$ cat src/rtl/commit_trace_buffer.sv
// Retire-trace FIFO (FWFT) between core retire and checker, plus end-of-program detect, retire count and idle watchdog.
// Accept-to-out_valid is 1 cycle; ret_ready drops when full (or full records are dropped) and closes for good after done.
module commit_trace_buffer #(
  parameter int                DATA_W        = 32,
  parameter int                DEPTH         = 16,
  parameter int                STALL_ON_FULL = 1,
  parameter logic [DATA_W-1:0] END_INSTR     = DATA_W'(32'h0000_000c),
  parameter logic [DATA_W-1:0] END_CODE      = DATA_W'(32'h0000_000a),
  parameter int                TIMEOUT       = 0,
  parameter int                CNT_W         = 32
) (
  input  logic                       clk,
  input  logic                       reset,
  input  logic                       ret_valid,
  output logic                       ret_ready,
  input  logic [DATA_W-1:0]          ret_pc,
  input  logic [DATA_W-1:0]          ret_instr,
  input  logic [DATA_W-1:0]          ret_rd,
  input  logic [DATA_W-1:0]          ret_rs,
  input  logic [DATA_W-1:0]          ret_rt,
  input  logic [DATA_W-1:0]          ret_v0,
  output logic                       out_valid,
  input  logic                       out_ready,
  output logic [DATA_W-1:0]          out_pc,
  output logic [DATA_W-1:0]          out_instr,
  output logic [DATA_W-1:0]          out_rd,
  output logic [DATA_W-1:0]          out_rs,
  output logic [DATA_W-1:0]          out_rt,
  output logic [$clog2(DEPTH+1)-1:0] count,
  output logic [CNT_W-1:0]           retired,
  output logic                       overflow,
  output logic                       done,
  output logic                       timeout
);
  localparam int AW = $clog2(DEPTH);
  localparam int PW = AW + 1;
  localparam int CW = $clog2(DEPTH + 1);
  localparam int RW = 5 * DATA_W;
  // Timeout fires on the edge where idle steps from TIMEOUT-1 to TIMEOUT.
  localparam logic [CNT_W-1:0] LP_IDLE_LAST = (TIMEOUT > 0) ? CNT_W'(TIMEOUT - 1) : '0;

  logic [RW-1:0]    r_mem [DEPTH];
  logic [PW-1:0]    r_wr_ptr;
  logic [PW-1:0]    r_rd_ptr;
  logic [CW-1:0]    r_count;
  logic [CNT_W-1:0] r_retired;
  logic [CNT_W-1:0] r_idle;
  logic             r_overflow;
  logic             r_done;
  logic             r_timeout;

  logic             w_empty;
  logic             w_full;
  logic             w_accept;
  logic             w_pop;
  logic             w_push;
  logic             w_drop;
  logic             w_end;
  logic             w_idle_tick;
  logic [RW-1:0]    w_head;

  assign w_empty     = (r_wr_ptr == r_rd_ptr);
  assign w_full      = (r_wr_ptr[AW] != r_rd_ptr[AW]) &&
                       (r_wr_ptr[AW-1:0] == r_rd_ptr[AW-1:0]);
  assign ret_ready   = (STALL_ON_FULL != 0) ? (!w_full && !r_done) : !r_done;
  assign out_valid   = !w_empty;
  assign w_accept    = ret_valid && ret_ready;
  assign w_pop       = out_valid && out_ready;
  // A full FIFO can still take a record when the head leaves on the same edge.
  assign w_push      = w_accept && (!w_full || w_pop);
  assign w_drop      = w_accept && !w_push;
  assign w_end       = w_accept && (ret_instr == END_INSTR) && (ret_v0 == END_CODE);
  assign w_idle_tick = (TIMEOUT > 0) && !w_accept && !r_done;

  always_ff @(posedge clk or negedge reset) begin
    if (!reset) begin
      r_wr_ptr   <= '0;
      r_rd_ptr   <= '0;
      r_count    <= '0;
      r_retired  <= '0;
      r_idle     <= '0;
      r_overflow <= 1'b0;
      r_done     <= 1'b0;
      r_timeout  <= 1'b0;
    end else begin
      if (w_push) r_wr_ptr <= r_wr_ptr + PW'(1);
      if (w_pop)  r_rd_ptr <= r_rd_ptr + PW'(1);
      case ({w_push, w_pop})
        2'b10:   r_count <= r_count + CW'(1);
        2'b01:   r_count <= r_count - CW'(1);
        default: r_count <= r_count;
      endcase
      if (w_accept && (r_retired != '1)) r_retired <= r_retired + CNT_W'(1);
      if (w_drop) r_overflow <= 1'b1;
      if (w_end)  r_done     <= 1'b1;
      if (w_accept)
        r_idle <= '0;
      else if (w_idle_tick && (r_idle != '1))
        r_idle <= r_idle + CNT_W'(1);
      if (w_idle_tick && (r_idle == LP_IDLE_LAST)) r_timeout <= 1'b1;
    end
  end

  // Storage needs no reset: the pointers alone define which entries are live.
  always_ff @(posedge clk) begin
    if (w_push) r_mem[r_wr_ptr[AW-1:0]] <= {ret_pc, ret_instr, ret_rd, ret_rs, ret_rt};
  end

  assign w_head = r_mem[r_rd_ptr[AW-1:0]];
  assign {out_pc, out_instr, out_rd, out_rs, out_rt} = w_head;

  assign count    = r_count;
  assign retired  = r_retired;
  assign overflow = r_overflow;
  assign done     = r_done;
  assign timeout  = r_timeout;

endmodule

$ cat config.mk
export PLATFORM = sky130hd
export DESIGN_NAME = commit_trace_buffer
export DESIGN_NICKNAME = d
export VERILOG_FILES = /design/src/rtl/commit_trace_buffer.sv
export SDC_FILE = /design/constraint.sdc
export NUM_CORES = 2
export LEC_CHECK = 0
export BUFFER_PORTS_ARGS = -buffer_cell sky130_fd_sc_hd__buf_4
export CORE_MARGIN = 3
export CORE_UTILIZATION = 40
export DETAILED_ROUTE_END_ITERATION = 8
export PLACE_DENSITY = 0.58
export SETUP_SLACK_MARGIN = 0.15
export SYNTH_ARGS = -nofsm -noshare
export SYNTH_HDL_FRONTEND = slang
export SYNTH_SLANG_ARGS = --single-unit
export TNS_END_PERCENT = 1
$ cat constraint.sdc
create_clock -name clk -period 32.8 [get_ports clk]
set_clock_uncertainty 0.1 [all_clocks]
set_input_delay 6.56 -clock clk [delete_from_list [all_inputs] [get_ports clk]]
set_output_delay 6.56 -clock clk [all_outputs]
set_load 0.02 [all_outputs]
### After elaboration in Yosys (flattened, before gate mapping)

Memory sizes are Yosys's and may differ from the RTL's.
Index checks and enable logic that the tools add are counted.
Widths: inputs -> output; s select.

* bits in registers: 49
* RAM bits: 2560
* input bits: 196
* output and inout port bits: 202
* memories kept: 1

Memories
* r_mem: depth 16, bits a word 160, rd ports 1, clocked after Yosys merged registers in 0, write ports 1, line 42 `logic [RW-1:0] r_mem [DEPTH];`

* add/subtract/negate cells: 5
* equal/unequal tests: 8
* mux-type cells: 3
* reduce and logical (&&, ||, !) cells: 15

Operator list (number)
* $eq 32x4->1 const B: 2
* $add 32x1->32 const B: 1
* $ne 32x32->1 const B: 1
* $add 5x1->5 const B: 3
* $pmux 5 s2: 1
* $logic_and 1x1->1: 9
* $eq 5x5->1: 1
* $sub 5x1->5 const B: 1
* $eq 4x4->1: 1
* $logic_not 1->1: 4
* $eq 2x1->1 const B: 1
* $eq 2x2->1 const B: 1
* $mux 1: 2
* $reduce_bool 2->1: 1
* $logic_or 1x1->1: 1
* $ne 1x1->1: 1

### Depth between registers and ports, before layout

* word-level depth: 8
* mapped depth: 14
* mapped depth without buffers: 12

### Worst setup path after synthesis

No wires, ideal clock.

* kind: input port to flip-flop
* start point: input port ret_valid
* end point: memory r_mem[3][0] (netlist bit), enable pin
* library setup time: 0.877 ns
* data arrival time: 18.098 ns
* required time: 31.823 ns
* path slack: 13.725 ns
* stages: 5
* cells stage by stage: nand2b_1 a21oi_1 clkbuf_1 nand2_1 nor3_1

* word-level cells in the longest chain between the ends: 4

RTL lines
* start: declaration: line 14 `input logic ret_valid,`
* $logic_and 1x1->1: line 67 `assign w_accept = ret_valid && ret_ready;`
* $logic_and 1x1->1: line 70 `assign w_push = w_accept && (!w_full || w_pop);`
* $mux 1: line 106 `if (w_push) r_mem[r_wr_ptr[AW-1:0]] <= {ret_pc, ret_instr, ret_rd, ret_rs, ret_rt};`
* $mux 1 (implied by the code): line 106
* end: declaration: line 42

Every way passes these cells.

### Worst setup path in the final report

* start point: register r_rd_ptr[0]
* end point: output port out_rd[8]

* word-level cells in the longest chain between the ends: 1

RTL lines
* start: declaration: line 44 `logic [PW-1:0] r_rd_ptr;`
* start signal: assignment: line 87 `if (w_pop) r_rd_ptr <= r_rd_ptr + PW'(1);`
* $mem_v2 16x160
* end: declaration: line 26 `output logic [DATA_W-1:0] out_rd,`

Every way passes these cells.

==> impl.org <==
** Critical path
- Counting cells, the worst reg-to-reg path comes to 8.
- At the worst endpoint, the arrival time is 7250 ps.
- At the worst endpoint, the required time is 26,140 ps.
- Cell seen most often among critical-path stages :: buf_4
- In this run the worst path has a maximum fanout of 102.
- The endpoint identified for the worst register-to-register timing path is r_mem[14][48].
- Standard cell with the maximum stage delay on the critical path :: dfrtp_4
- Critical path launch point :: r_rd_ptr[0]
- The critical path goes through buf_12 > buf_4 > buf_12 > buf_4 > buf_4 > mux4_2 > mux4_2 > buf_4.
- Worst Setup End Kind :: output pin
- STA classifies the critical path startpoint as a register.
- By startpoint and endpoint, the worst setup path is classified as register to output pin.
- Register-to-register setup slack :: 26,690 ps
- Stage delay of the slowest cell on the critical path :: 990 ps
- In this run the critical register-to-register path is launched from r_rd_ptr[0].

** Place
- The number of placed instances, taps included, is 7,312.
- After detailed placement, the total cell area comes to 105,500 sq um.
- Once detailed placement completed, the half-perimeter wirelength came to 119,100 microns.
- Placer Congestion :: 0.7675
- Input and output buffers added on the ports amount to 396.

** CTS
- Number of setup buffers added after CTS :: 0
- Number of levels the H-tree was split into :: 5
- Clock tree from TritonCTS :: yes
- Clock-pin slew was measured on the worst setup and hold paths at 60 ps.
- Clock tree synthesis inserted a total of 292 buffers.
- CTS root buf :: clkbuf_16
- Post-cts hold buffer count :: 0
- The clock reaches the later pin of the worst-skew pair after 910 ps.
- Bufs on Longest Clock Path :: 4
- Clk sink count :: 2,609
- Gates resized during post-CTS repair numbered 0.

** Route
- Average routed wire per standard cell :: 29.97 microns
- For this block, the via count after detailed routing is 44,240.
- The first detailed-routing pass ran for 5 iterations.
- Wire length reported by the detailed router :: 234,500 microns
- First-iteration detailed-routing DRC count :: 4,125
- The count of nets left with antenna violations once routing finished came out at 0.
- After detailed routing, the number of remaining DRC violations is 0.
- After detailed routing, the number of vias per cell comes to 5.653.

** Synthesis
- After synthesis the netlist holds a flip-flop and latch count of 2,609.
- Main combinational cell family by area after synthesis :: multiplexers
- In the synthesized netlist the dominant register cell turns out to be edfxtp_1.
- Combined area of all synthesized cells :: 98,640 sq um
- Of the total synthesized cell area, the portion taken by XOR and XNOR cells is 0.004084.
- Synthesized netlist cell count :: 3,819
- Adder and majority gate portion of the synthesized area :: 0.001471
- Post-synth EDFFs :: 2,560
- Yosys printed 0 warnings.
- Yosys mapped the design onto 41 distinct sky130hd cell types.
- Post-synthesis mux area share :: 0.1831
- The share of synthesized area in the top cell type comes to 0.7793.
- Cell types occupying the most area after synthesis :: edfxtp_1, mux4_2, dfrtp_1
- Synth Area in Simple Gates :: 0.007979
- Top cell type by total area after synthesis :: edfxtp_1
- The complex-gate fraction of the synthesized area was 0.001180.
- Averaged over all synthesized cells, the footprint is 25.83 sq um.
- In the synthesized netlist the async set-or-reset flop fraction comes to 0.01878.
- Net count after synthesis :: 4,026
- The share of the Yosys chip area taken by registers is 0.7918.

** Timing
- Measured against its own limit, the worst slew margin works out to 0.03050.
- Static timing analysis puts the maximum clock frequency at 71.90 MHz.
- Period utilisation layout :: 0.4240
- The routed design could run at a clock period as short as 13,910 ps.
- In the final timing run, aggregate negative setup slack is 0 ps.
- At the pin with the least slew margin, the transition time is 1441 ps.
- The count of final max-slew check failures came to 0.
- Setup repair after global routing missed its margin :: false
- Finish-stage setup viols :: 0
- Hold Violations, Final :: 0

** Floorplan
- After floorplanning, the core was divided into 181 placement rows.
- Core Area :: 244,400 sq um
- Measured along the x axis, the die boundary spans 502.6 microns.
- The die covers 252,600 sq um.
- During I/O placement, the number of pins put on the boundary was 398.
- Chip Height :: 502.6 microns
- Initial core utilization :: 0.4037

** Min path
- Endpoint with the worst hold slack :: overflow
- Hold path depth :: 0
- Worst Min Path Start :: overflow
- The worst hold path belongs to the class register to register.

** Global route
- The number of antenna violations at the first check in global routing is 38.
- The first global-routing pass estimated 335,400 microns of wire.
- Remaining global-route overflow :: 0
- Entering global routing, the biggest net connects 124 pins.
- Overall Global Routing Usage :: 0.1848
- Vias in the first global route :: 45,610

** Layout
- Post-Layout Inst Area :: 114,400 sq um
- Commonest cells after routing, fill and taps aside :: edfxtp_1, mux4_2, buf_4
- Of the cells placed in the final design, the portion with a size suffix greater than 1 is 0.3661.
- Final Util :: 0.4681
- Area growth from synthesis to layout :: 15.96%
- The filler cells instantiated in the layout total 19,740.
- The library cell used most frequently in the layout, excluding fill and tap cells, is edfxtp_1.
- In the final design database the tool counted 4,611 nets.
- Excluding fillers, the count of instances in the completed layout stands at 7,825.

** Power
- Maximum vdd ir drop :: 0.08298 mV
- The design draws 10.32 mW.
- Power spread over the standard cell area amounts to 90.18 nW/um^2.
- Leakage dissipation :: 36.12 nW

** Run
- Across the run, the number of max-cap violations was 0.

** Status
- The flow ran to the end, and the final reports show no timing, DRC or antenna violations.
[cell usage after synthesis, types with 7 or more instances]
master / instances
edfxtp_1: 2560
mux4_2: 800
clkbuf_1: 82
dfrtp_1: 49
buf_2: 36
xnor2_1: 35
nand4_1: 32
and3_1: 29
buf_1: 29
buf_4: 24
buf_6: 19
nor4_1: 15
nand3_1: 13
nand2_1: 12
xor2_1: 11
ha_1: 10
inv_1: 9
a21oi_1: 7
[power by group]
| group | internal [mW] | switching, mW |
|---|---|---|
| Clock | 1.80 | 1.25 |
| Sequential | 4.01 | 0.129 |
| Combinational | 1.42 | 1.70 |
| Total | 7.24 | 3.08 |
[area by class of cell]
| cell class | count | area [sq um] | share of cell area |
|---|---|---|---|
| antenna | 18 | 45.04 | 0.0003938 |
| sequential | 2609 | 78110 | 0.6829 |
| clock inverter | 131 | 1090 | 0.009528 |
| tap | 3202 | 4006 | 0.03503 |
| multi-input combinational | 1011 | 19610 | 0.1715 |
| clock buffer | 364 | 7769 | 0.06792 |
| timing repair buffer | 481 | 3711 | 0.03244 |
| inverter | 9 | 33.78 | 0.0002953 |
[critical path, delay by kind of cell, from the launching register on]
family	cells	cell delay, ps
buffers and inverters	6	4000
DFF	1	990
muxes	2	1190
[state kept, by name, summed over array words and instances, names as in the netlist]
name      count
r_rd_ptr      5
r_mem      2560
retired      32
done          1
count         5
r_wr_ptr      5
overflow      1
[logic make-up after synthesis]
logic type               count (synthesis)
XOR/XNOR                                46
multiplexers                           804
other                                    1
AND/OR/NAND/NOR                        130
buffers and inverters                  199
AO/OA/AOI/OAI                           19
adder cells (fa/ha/maj)                 11
flip-flops                            2609
[stage by stage]
stage	hold slack [ps]	setup WS, ps
final	275.6	18890
after global placement	266.1	19420
after detailed placement	267.1	19390
after floorplan	398.2	13730
after global routing	293.9	18070
after CTS	281.7	18390
[worst max path at each step]
stage | end | slack [ps] | depth (start not counted)
2_1_floorplan | r_mem[3][0] | 13730 | 5
3_3_place_gp | out_rt[23] | 19420 | 8
3_5_place_dp | out_rd[8] | 19390 | 8
4_1_cts | out_rd[8] | 18390 | 8
5_1_grt | out_rd[8] | 18070 | 8
6_report | out_rd[8] | 18890 | 8
[routing by layer]
metal / wire length, microns / GRT usage
met1: 100600 / 0.2618
met2: 111600 / 0.2896
met3: 17270 / 0.04674
met4: 4824 / 0.04437
met5: 190 / 0
No activity file was read; power rests on OpenSTA's default activity.
